### src/rtl/hamming_pkg.sv
// Shared SEC-DED helpers: width derivation, codeword layout and syndrome math.
// Functions work on a 64-bit container so any legal CODE_W can be sliced out.
package hamming_pkg;

  localparam int unsigned MAX_W     = 64;
  localparam int unsigned MAX_PAR_W = 6;

  typedef enum logic [1:0] {
    CLEAN = 2'd0,
    SBIT  = 2'd1,
    DBIT  = 2'd2
  } err_kind_e;

  function automatic int unsigned par_w(input int unsigned code_w);
    return $clog2(code_w);
  endfunction

  function automatic int unsigned data_w(input int unsigned code_w);
    return code_w - $clog2(code_w) - 1;
  endfunction

  function automatic logic is_pow2(input int unsigned x);
    return (x != 0) && ((x & (x - 1)) == 0);
  endfunction

  // Position 0 (overall parity) is excluded from the syndrome.
  function automatic logic [MAX_PAR_W-1:0] calc_syn(input logic [MAX_W-1:0] code,
                                                    input int unsigned      code_w);
    logic [MAX_PAR_W-1:0] s;
    s = '0;
    for (int unsigned i = 1; i < MAX_W; i++) begin
      if (i < code_w && code[i]) s = s ^ MAX_PAR_W'(i);
    end
    return s;
  endfunction

  function automatic logic [MAX_W-1:0] extract_data(input logic [MAX_W-1:0] code,
                                                    input int unsigned      code_w);
    logic [MAX_W-1:0] d;
    int unsigned      j;
    d = '0;
    j = 0;
    for (int unsigned i = 1; i < MAX_W; i++) begin
      if (i < code_w && !is_pow2(i)) begin
        d[j] = code[i];
        j    = j + 1;
      end
    end
    return d;
  endfunction

endpackage

### src/rtl/hamming_secded_dec_if.sv
// Dual-port decoder bus: codeword inputs, decoded outputs and error statistics.
interface hamming_secded_dec_if
  import hamming_pkg::*;
#(
  parameter int unsigned CODE_W = 16,
  parameter int unsigned CNT_W  = 8
);
  localparam int unsigned PAR_W  = par_w(CODE_W);
  localparam int unsigned DATA_W = data_w(CODE_W);

  logic              i_vld_a;
  logic [CODE_W-1:0] i_code_a;
  logic              i_vld_b;
  logic [CODE_W-1:0] i_code_b;
  logic              i_clr_cnt;

  logic              o_vld_a;
  logic              o_vld_b;
  logic [DATA_W-1:0] o_data_a;
  logic [DATA_W-1:0] o_data_b;
  logic [PAR_W-1:0]  o_syn_a;
  logic [PAR_W-1:0]  o_syn_b;
  logic              o_sbit_err_a;
  logic              o_sbit_err_b;
  logic              o_dbit_err_a;
  logic              o_dbit_err_b;
  logic [CNT_W-1:0]  o_scnt_a;
  logic [CNT_W-1:0]  o_scnt_b;
  logic [CNT_W-1:0]  o_dcnt_a;
  logic [CNT_W-1:0]  o_dcnt_b;

  modport master (
    output i_vld_a, i_code_a, i_vld_b, i_code_b, i_clr_cnt,
    input  o_vld_a, o_vld_b, o_data_a, o_data_b, o_syn_a, o_syn_b,
           o_sbit_err_a, o_sbit_err_b, o_dbit_err_a, o_dbit_err_b,
           o_scnt_a, o_scnt_b, o_dcnt_a, o_dcnt_b
  );

  modport slave (
    input  i_vld_a, i_code_a, i_vld_b, i_code_b, i_clr_cnt,
    output o_vld_a, o_vld_b, o_data_a, o_data_b, o_syn_a, o_syn_b,
           o_sbit_err_a, o_sbit_err_b, o_dbit_err_a, o_dbit_err_b,
           o_scnt_a, o_scnt_b, o_dcnt_a, o_dcnt_b
  );

endinterface

### src/rtl/secded_lane.sv
// One decoder port: syndrome/parity stage, correction stage, saturating counters.
module secded_lane
  import hamming_pkg::*;
#(
  parameter int unsigned CODE_W = 16,
  parameter int unsigned CNT_W  = 8
) (
  input  logic                                i_clk,
  input  logic                                i_rst,
  input  logic                                i_clr_cnt,
  input  logic                                i_vld,
  input  logic [CODE_W-1:0]                   i_code,
  output logic                                o_vld,
  output logic [data_w(CODE_W)-1:0]           o_data,
  output logic [par_w(CODE_W)-1:0]            o_syn,
  output logic                                o_sbit_err,
  output logic                                o_dbit_err,
  output logic [CNT_W-1:0]                    o_scnt,
  output logic [CNT_W-1:0]                    o_dcnt
);
  localparam int unsigned PAR_W  = par_w(CODE_W);
  localparam int unsigned DATA_W = data_w(CODE_W);

  logic [PAR_W-1:0]  syn_in;
  logic              par_in;

  logic              vld1;
  logic [CODE_W-1:0] code1;
  logic [PAR_W-1:0]  syn1;
  logic              par1;

  err_kind_e         kind;
  logic [CODE_W-1:0] corr;
  logic [DATA_W-1:0] data_nxt;

  always_comb begin
    syn_in = PAR_W'(calc_syn(MAX_W'(i_code), CODE_W));
    par_in = ^i_code;
  end

  always_ff @(posedge i_clk or posedge i_rst) begin
    if (i_rst) begin
      vld1  <= 1'b0;
      code1 <= '0;
      syn1  <= '0;
      par1  <= 1'b0;
    end else begin
      vld1 <= i_vld;
      if (i_vld) begin
        code1 <= i_code;
        syn1  <= syn_in;
        par1  <= par_in;
      end
    end
  end

  // Odd overall parity means one flip at position syn1 (0 = the parity bit itself).
  always_comb begin
    kind = CLEAN;
    corr = code1;
    if (par1) begin
      kind = SBIT;
      corr = code1 ^ (CODE_W'(1) << syn1);
    end else if (syn1 != '0) begin
      kind = DBIT;
    end
    data_nxt = DATA_W'(extract_data(MAX_W'(corr), CODE_W));
  end

  always_ff @(posedge i_clk or posedge i_rst) begin
    if (i_rst) begin
      o_vld      <= 1'b0;
      o_data     <= '0;
      o_syn      <= '0;
      o_sbit_err <= 1'b0;
      o_dbit_err <= 1'b0;
    end else begin
      o_vld      <= vld1;
      o_sbit_err <= vld1 && (kind == SBIT);
      o_dbit_err <= vld1 && (kind == DBIT);
      if (vld1) begin
        o_data <= data_nxt;
        o_syn  <= syn1;
      end
    end
  end

  // Counters advance on the same edge that commits stage 2; clear has priority.
  always_ff @(posedge i_clk or posedge i_rst) begin
    if (i_rst) begin
      o_scnt <= '0;
      o_dcnt <= '0;
    end else if (i_clr_cnt) begin
      o_scnt <= '0;
      o_dcnt <= '0;
    end else begin
      if (vld1 && (kind == SBIT) && (o_scnt != '1)) o_scnt <= o_scnt + 1'b1;
      if (vld1 && (kind == DBIT) && (o_dcnt != '1)) o_dcnt <= o_dcnt + 1'b1;
    end
  end

endmodule

### src/rtl/hamming_secded_dec.sv
// Dual-port SEC-DED decoder: two independent lanes sharing only the counter clear.
module hamming_secded_dec
  import hamming_pkg::*;
#(
  parameter int unsigned CODE_W = 16,
  parameter int unsigned CNT_W  = 8
) (
  input logic                i_clk,
  input logic                i_rst,
  hamming_secded_dec_if.slave bus
);

  secded_lane #(
    .CODE_W (CODE_W),
    .CNT_W  (CNT_W)
  ) u_lane_a (
    .i_clk      (i_clk),
    .i_rst      (i_rst),
    .i_clr_cnt  (bus.i_clr_cnt),
    .i_vld      (bus.i_vld_a),
    .i_code     (bus.i_code_a),
    .o_vld      (bus.o_vld_a),
    .o_data     (bus.o_data_a),
    .o_syn      (bus.o_syn_a),
    .o_sbit_err (bus.o_sbit_err_a),
    .o_dbit_err (bus.o_dbit_err_a),
    .o_scnt     (bus.o_scnt_a),
    .o_dcnt     (bus.o_dcnt_a)
  );

  secded_lane #(
    .CODE_W (CODE_W),
    .CNT_W  (CNT_W)
  ) u_lane_b (
    .i_clk      (i_clk),
    .i_rst      (i_rst),
    .i_clr_cnt  (bus.i_clr_cnt),
    .i_vld      (bus.i_vld_b),
    .i_code     (bus.i_code_b),
    .o_vld      (bus.o_vld_b),
    .o_data     (bus.o_data_b),
    .o_syn      (bus.o_syn_b),
    .o_sbit_err (bus.o_sbit_err_b),
    .o_dbit_err (bus.o_dbit_err_b),
    .o_scnt     (bus.o_scnt_b),
    .o_dcnt     (bus.o_dcnt_b)
  );

endmodule

### src/flat_wrapper.sv
// flat-port wrapper written by rule: the top's interface ports become plain ports
module hamming_secded_dec_flat import hamming_pkg::*;
#(
  parameter int unsigned CODE_W = 16,
  parameter int unsigned CNT_W  = 8
)
  (i_clk, i_rst, bus_i_vld_a, bus_i_code_a, bus_i_vld_b, bus_i_code_b, bus_i_clr_cnt, bus_o_vld_a, bus_o_vld_b, bus_o_data_a, bus_o_data_b, bus_o_syn_a, bus_o_syn_b, bus_o_sbit_err_a, bus_o_sbit_err_b, bus_o_dbit_err_a, bus_o_dbit_err_b, bus_o_scnt_a, bus_o_scnt_b, bus_o_dcnt_a, bus_o_dcnt_b);
  hamming_secded_dec_if #(.CODE_W(CODE_W), .CNT_W(CNT_W)) bus_i ();
  input logic i_clk;
  input logic i_rst;
  input wire logic [$bits(bus_i.i_vld_a)-1:0] bus_i_vld_a;
  input wire logic [$bits(bus_i.i_code_a)-1:0] bus_i_code_a;
  input wire logic [$bits(bus_i.i_vld_b)-1:0] bus_i_vld_b;
  input wire logic [$bits(bus_i.i_code_b)-1:0] bus_i_code_b;
  input wire logic [$bits(bus_i.i_clr_cnt)-1:0] bus_i_clr_cnt;
  output wire logic [$bits(bus_i.o_vld_a)-1:0] bus_o_vld_a;
  output wire logic [$bits(bus_i.o_vld_b)-1:0] bus_o_vld_b;
  output wire logic [$bits(bus_i.o_data_a)-1:0] bus_o_data_a;
  output wire logic [$bits(bus_i.o_data_b)-1:0] bus_o_data_b;
  output wire logic [$bits(bus_i.o_syn_a)-1:0] bus_o_syn_a;
  output wire logic [$bits(bus_i.o_syn_b)-1:0] bus_o_syn_b;
  output wire logic [$bits(bus_i.o_sbit_err_a)-1:0] bus_o_sbit_err_a;
  output wire logic [$bits(bus_i.o_sbit_err_b)-1:0] bus_o_sbit_err_b;
  output wire logic [$bits(bus_i.o_dbit_err_a)-1:0] bus_o_dbit_err_a;
  output wire logic [$bits(bus_i.o_dbit_err_b)-1:0] bus_o_dbit_err_b;
  output wire logic [$bits(bus_i.o_scnt_a)-1:0] bus_o_scnt_a;
  output wire logic [$bits(bus_i.o_scnt_b)-1:0] bus_o_scnt_b;
  output wire logic [$bits(bus_i.o_dcnt_a)-1:0] bus_o_dcnt_a;
  output wire logic [$bits(bus_i.o_dcnt_b)-1:0] bus_o_dcnt_b;
  assign bus_i.i_vld_a = bus_i_vld_a;
  assign bus_i.i_code_a = bus_i_code_a;
  assign bus_i.i_vld_b = bus_i_vld_b;
  assign bus_i.i_code_b = bus_i_code_b;
  assign bus_i.i_clr_cnt = bus_i_clr_cnt;
  assign bus_o_vld_a = bus_i.o_vld_a;
  assign bus_o_vld_b = bus_i.o_vld_b;
  assign bus_o_data_a = bus_i.o_data_a;
  assign bus_o_data_b = bus_i.o_data_b;
  assign bus_o_syn_a = bus_i.o_syn_a;
  assign bus_o_syn_b = bus_i.o_syn_b;
  assign bus_o_sbit_err_a = bus_i.o_sbit_err_a;
  assign bus_o_sbit_err_b = bus_i.o_sbit_err_b;
  assign bus_o_dbit_err_a = bus_i.o_dbit_err_a;
  assign bus_o_dbit_err_b = bus_i.o_dbit_err_b;
  assign bus_o_scnt_a = bus_i.o_scnt_a;
  assign bus_o_scnt_b = bus_i.o_scnt_b;
  assign bus_o_dcnt_a = bus_i.o_dcnt_a;
  assign bus_o_dcnt_b = bus_i.o_dcnt_b;
  hamming_secded_dec #(.CODE_W(CODE_W), .CNT_W(CNT_W)) u_core (.i_clk(i_clk), .i_rst(i_rst), .bus(bus_i));
endmodule
### config.mk
export PLATFORM = sky130hd
export DESIGN_NAME = hamming_secded_dec_flat
export DESIGN_NICKNAME = d
export VERILOG_FILES = /design/src/rtl/hamming_pkg.sv /design/src/rtl/hamming_secded_dec_if.sv /design/src/rtl/secded_lane.sv /design/src/rtl/hamming_secded_dec.sv /design/src/flat_wrapper.sv
export SDC_FILE = /design/constraint.sdc
export NUM_CORES = 1
export LEC_CHECK = 0
export ABC_CLOCK_PERIOD_IN_PS = 4150
export CORE_MARGIN = 5
export CORE_UTILIZATION = 50
export CTS_CLUSTER_SIZE = 16
export DETAILED_ROUTE_END_ITERATION = 8
export GPL_ROUTABILITY_DRIVEN = 0
export PLACE_DENSITY = 0.79
export SYNTH_ARGS = -nofsm -noshare
export SYNTH_HDL_FRONTEND = slang
export SYNTH_HIERARCHICAL = 1
export SYNTH_SLANG_ARGS = --single-unit
### constraint.sdc
create_clock -name i_clk -period 4.15 [get_ports i_clk]
set_clock_uncertainty 0.1 [all_clocks]
set_input_delay 0.83 -clock i_clk [delete_from_list [all_inputs] [get_ports i_clk]]
set_output_delay 0.83 -clock i_clk [all_outputs]
set_load 0.05 [all_outputs]
Word-level counts from Yosys, hierarchy flattened:

Index checks and enable logic that the tools add are counted.

* flip-flop bits (word level): 112
* input bits: 37
* memories: 0
* ROM bits: 0
* memory bits (writable): 0
* output and inout bits: 68
* latch bits: 0

* div/mod/pow operators: 0
* equal/unequal tests: 8
* multiply operators: 0
* reductions and logical operators: 16
* mux-type cells: 44
* shifts and indexed selects: 2
* add/subtract/negate cells: 4
* bitwise gates (word level): 30
* order comparisons: 0

Operators by type and width (count)
* $mux W4: 16
* $mux W8: 8
* $add A8 B1 Y8 const B: 4
* $mux W16: 2
* $ne A8 B8 Y1 const B: 4
* $reduce_xor A16 Y1: 2
* $shl A1 B4 Y16 const A: 2
* $xor A16 B16 Y16: 2
* $mux W3: 8
* $not A2 Y2: 12
* $not A3 Y3: 8
* $mux W2: 8
* $logic_and A1 B1 Y1: 8
* $not A4 Y4: 2
* $reduce_bool A2 Y1: 4
* $reduce_bool A4 Y1: 2
* $not A1 Y1 const A: 6
* $eq A2 B1 Y1 const B: 2
* $eq A2 B2 Y1 const B: 2
* $mux W1: 2

Depth between registers and ports, before layout:

* word-level depth: 26
* depth in mapped cells: 6
* gate-level depth less buffers: 6

Cells and area by module:

Netlist, hierarchy kept.

By module, submodules not included
* secded_lane: cells each 229, sequential area each 1276.2 um2, instances 2, area each 2469.9 um2

Least setup slack after synthesis:

OpenSTA, ideal clock, no wires.

* path kind: reg2reg
* start point: reg u_core.u_lane_a.o_dcnt[0]
* end point: reg u_core.u_lane_a.o_dcnt[2]
* setup time: 0.132 ns
* stages on the path, launching flop included: 7
* path buffers: 0
* arrival time: 1.804 ns
* data required time: 3.918 ns
* path slack: 2.115 ns
* cells stage by stage: dfrtp_1 -> ha_1 -> nand3_1 -> nor3_1 -> nor3b_1 -> xnor2_1 -> nor2_1

* cells in the longest elaborated chain, start to end: 3
* elaborated cells between the ends (all ways): 6

RTL lines
* start: declaration: RTL line secded_lane.sv:19 `output logic [CNT_W-1:0] o_dcnt`
* start signal: assignment: RTL line secded_lane.sv:98 `if (vld1 && (kind == DBIT) && (o_dcnt != '1)) o_dcnt <= o_dcnt + 1'b1;`
* $add A8 B1 Y8 / $ne A8 B8 Y1 (equally long branches): RTL line secded_lane.sv:98
* $mux W8 / $logic_and A1 B1 Y1 (equally long branches): RTL line secded_lane.sv:98
* $mux W8 / $reduce_bool A2 Y1 (equally long branches)

Parallel ways exist; a longest one is shown, timed or not. The select of a mux whose other input is x is not followed.
A chain may end at the register's enable or synchronous reset.

Final worst setup path:

* start point: reg u_core.u_lane_b.o_scnt[2]
* end point: out bus_o_scnt_b[2]

RTL lines
* start: declaration: RTL line secded_lane.sv:18 `output logic [CNT_W-1:0] o_scnt,`
* start signal: assignment: RTL line secded_lane.sv:97 `if (vld1 && (kind == SBIT) && (o_scnt != '1)) o_scnt <= o_scnt + 1'b1;`
* end: declaration: RTL line flat_wrapper.sv:27 `output wire logic [$bits(bus_i.o_scnt_b)-1:0] bus_o_scnt_b;`

No word-level cell between the ends.

==> results.py <==
metrics = {
    "global_routing": {
        "grt_max_degree": 52,
        "grtUsageTotal": 0.185,
        "antenna_found_initial": 0,
        "gr-total-overflow": 0,
        "grt_pass1_wl_mm": 17.7,
        "grt_pass1_vias": 3593,
    },
    "cts": {
        "cts_resized": 0,
        "clockBufferDepth": 2,
        "htree_levels": 3,
        "insertion_delay_ns": 0.36,
        "hold_buffers": 0,
        "cts_inserted_buffers": 9,
        "cts.clk_slew.worst_paths_ns": 0.09,
        "clock-sinks": 102,
        "clockRootBuffer": "clkbuf_8",
        "cts_tree": "built",
        "post_cts_buffers": 0,
    },
    "flow_run": {
        "maxCapViolCount": 0,
    },
    "synthesis": {
        "yosysSeqAreaShare": 0.517,
        "synth_top_area_share": 0.517,
        "synth_cells": 458,
        "synth_seq_cells": 102,
        "ys_warn_count": 6,
        "synth_fp_nets": 499,
        "synth.distinct_cells": 33,
        "syn_area_per_cell_sq_um": 10.8,
        "synth_top_area_cell": "dfrtp_1",
        "syn_area_sq_um": 4940,
        "synth.area.top_cells": "dfrtp_1 (52%), xnor2_1 (15%), mux2_2 (6.8%), nor2_1 (5.9%), a21oi_1 (3.6%)",
    },
    "drt": {
        "drt_iter0_drc": 183,
        "drc": 0,
        "ant_nets": 0,
        "routed_wl_mm": 10.7,
        "viasPerCell": 5.14,
        "first_pass_iters": 5,
        "wl_per_cell_um": 15.4,
        "vias": 3582,
    },
    "cells_and_area": {
        "diodes": 0,
        "finish.utilization": 0.648,
        "layout.nets": 600,
        "final_cells": 697,
        "drive_gt1_frac": 0.0957,
        "syn_to_final_growth_pct": 27.0,
    },
    "pwr": {
        "ir_worst_vdd_mv": 0.328,
        "leakage_uw": 0.00240,
        "p_per_area_nw_per_um2": 484,
    },
    "setup_path": {
        "slowest_delay_ns": 0.85,
        "cp_slowest_cell": "clkdlybuf4s50_1",
        "crit_type": "register to output pin",
        "cp.depth": 1,
        "reg2reg_from": "u_core/u_lane_b/vld1",
        "cp-end-kind": "output pin",
        "cp.required_ns": 3.22,
        "r2r_cells": 4,
        "worst-path-buf-inv": 1,
        "r2r_slack_ns": 1.94,
        "rr_endpoint": "u_core/u_lane_b/o_scnt[1]",
        "path_cells": "clkdlybuf4s50_1",
        "cp_max_fo": 7,
        "worst_path_dominant_cell_family": "buffers and inverters",
        "cp-start-kind": "register",
        "arrival_ns": 1.67,
    },
    "sta": {
        "final.min_clock_period_ns": 2.60,
        "fmax_mhz": 385,
        "fin_hold_ws_ns": 0.434,
        "tns_ns": 0,
        "setup-violations-final": 0,
        "setup_ws_ns": 1.55,
        "worst_pin_slew_ns": 1.18,
        "report.final.slew_viol_count": 0,
        "slew_headroom": 0.211,
        "fin_crit_sh": 0.626,
        "rsz0062_at_grt": "false",
        "finalHoldViolCount": 0,
    },
    "floorplan": {
        "dieArea_sq_um": 12000,
        "row_count": 36,
        "start_util": 0.510,
        "core_region_area_sq_um": 9680,
        "die_h_um": 109,
        "io_pins": 105,
        "die_x_um": 109,
    },
    "hold_path": {
        "min_path_type": "register to register",
        "hold_path_depth": 2,
        "hold_end": "u_core/u_lane_a/o_data[0]",
        "min_from": "u_core/u_lane_a/o_data[0]",
    },
    "outcome": {
        "outcome": "complete, no violations",
    },
    "placement": {
        "dp_cells": 681,
        "port_buffers": 104,
        "place_ws_ns": 1.60,
        "dp_hpwl_mm": 7.84,
    },
}
==> area by class of cell <==
class / instances / area (sq um)
Fill cell: 798 / 3410
Sequential cell: 102 / 2550
Multi-Input combinational cell: 338 / 2320
Timing Repair Buffer: 104 / 1040
Tap cell: 133 / 166
Clock buffer: 9 / 124
Clock inverter: 7 / 55.1
Inverter: 4 / 15.0
==> worst max-delay path by stage <==
stage,from,to,slack [ns]
after global routing,u_core/u_lane_b/o_scnt[2],bus_o_scnt_b[2],1.46
after CTS,u_core/u_lane_b/o_scnt[2],bus_o_scnt_b[2],1.52
final,u_core/u_lane_b/o_scnt[2],bus_o_scnt_b[2],1.55
after global placement,bus_i_code_b[7],u_core/u_lane_b/par1,1.62
after detailed placement,bus_i_code_a[9],u_core/u_lane_a/par1,1.60
after floorplan,i_rst,u_core/u_lane_a/code1[10],1.99
==> logic make-up (layout without fill, tap and decap cells) <==
group | after synthesis | in the layout | synth area share
XOR/XNOR | 96 | 96 | 0.170
AND/OR/NAND/NOR | 150 | 150 | 0.148
buffers and inverters | 18 | 124 | 0.0142
flip-flops | 102 | 102 | 0.517
multiplexers | 38 | 38 | 0.0866
AO/OA/AOI/OAI | 50 | 50 | 0.0542
adder cells (fa/ha/maj) | 4 | 4 | 0.0101
==> cells in the final DEF, fill, tap and decap left out, drive strengths merged, types with 6 or more instances in the layout <==
master and count:
xor2 10, nand3b 6, mux2 32, mux2i 6, xnor2 86, a21oi 36, o21ai 8, clkdlybuf4s50 104
clkbuf 9, nand3 8, inv 8, nand2 18, nor3 8, dfrtp 102, nand4 6, nor2 78
==> power breakdown <==
group | leakage (uW) | internal [uW] | switching, uW | total [uW]
Combinational | 0.00106 | 453 | 675 | 1130
Clock | 0.0000870 | 226 | 355 | 581
Sequential | 0.00125 | 1150 | 174 | 1330
Total | 0.00240 | 1830 | 1200 | 3030
==> layer usage <==
layer | GRT usage | part of all wire
met5 | 0 | 0
met4 | 0.0623 | 0.013
met3 | 0.0223 | 0.034
met2 | 0.298 | 0.49
met1 | 0.261 | 0.46
==> metrics by stage <==
step	cell area (sq um)	total power, uW
after floorplan	4940	2080
after global placement	6090	2440
after detailed placement	6090	2470
after CTS	6270	3060
after global routing	6270	3200
final	6270	3030
==> sequential cells by signal, summed over array words and instances, names as in the netlist, 4 cells and up <==
| register | count |
|---|---|
| u_core/u_lane_a/code1 | 11 |
| u_core/u_lane_a/o_data | 11 |
| u_core/u_lane_b/code1 | 11 |
| u_core/u_lane_b/o_data | 11 |
| u_core/u_lane_a/o_dcnt | 8 |
| u_core/u_lane_a/o_scnt | 8 |
| u_core/u_lane_b/o_dcnt | 8 |
| u_core/u_lane_b/o_scnt | 8 |
| u_core/u_lane_a/o_syn | 4 |
| u_core/u_lane_a/syn1 | 4 |
| u_core/u_lane_b/o_syn | 4 |
| u_core/u_lane_b/syn1 | 4 |
==> cell usage after synthesis <==
cell / count
or4_1: 2
clkbuf_1: 10
o211ai_1: 2
mux2_4: 2
nand3b_1: 4
nor2_1: 78
a21boi_0: 2
nor4b_1: 2
and2_1: 2
ha_1: 4
or2b_1: 4
nor3_1: 8
a21oi_1: 36
mux2_2: 30
a41oi_1: 2
inv_1: 4
and3_1: 2
buf_2: 2
nand4_1: 6
mux2i_1: 6
nor4_1: 4
xor2_1: 10
dfrtp_1: 102
or3_1: 4
and4_1: 2
nand2_1: 18
o21ai_0: 8
nand3_1: 8
nor4b_2: 2
nor3b_1: 2
nand3b_2: 2
buf_1: 2
xnor2_1: 86
Power figures use the tool's default switching activity.
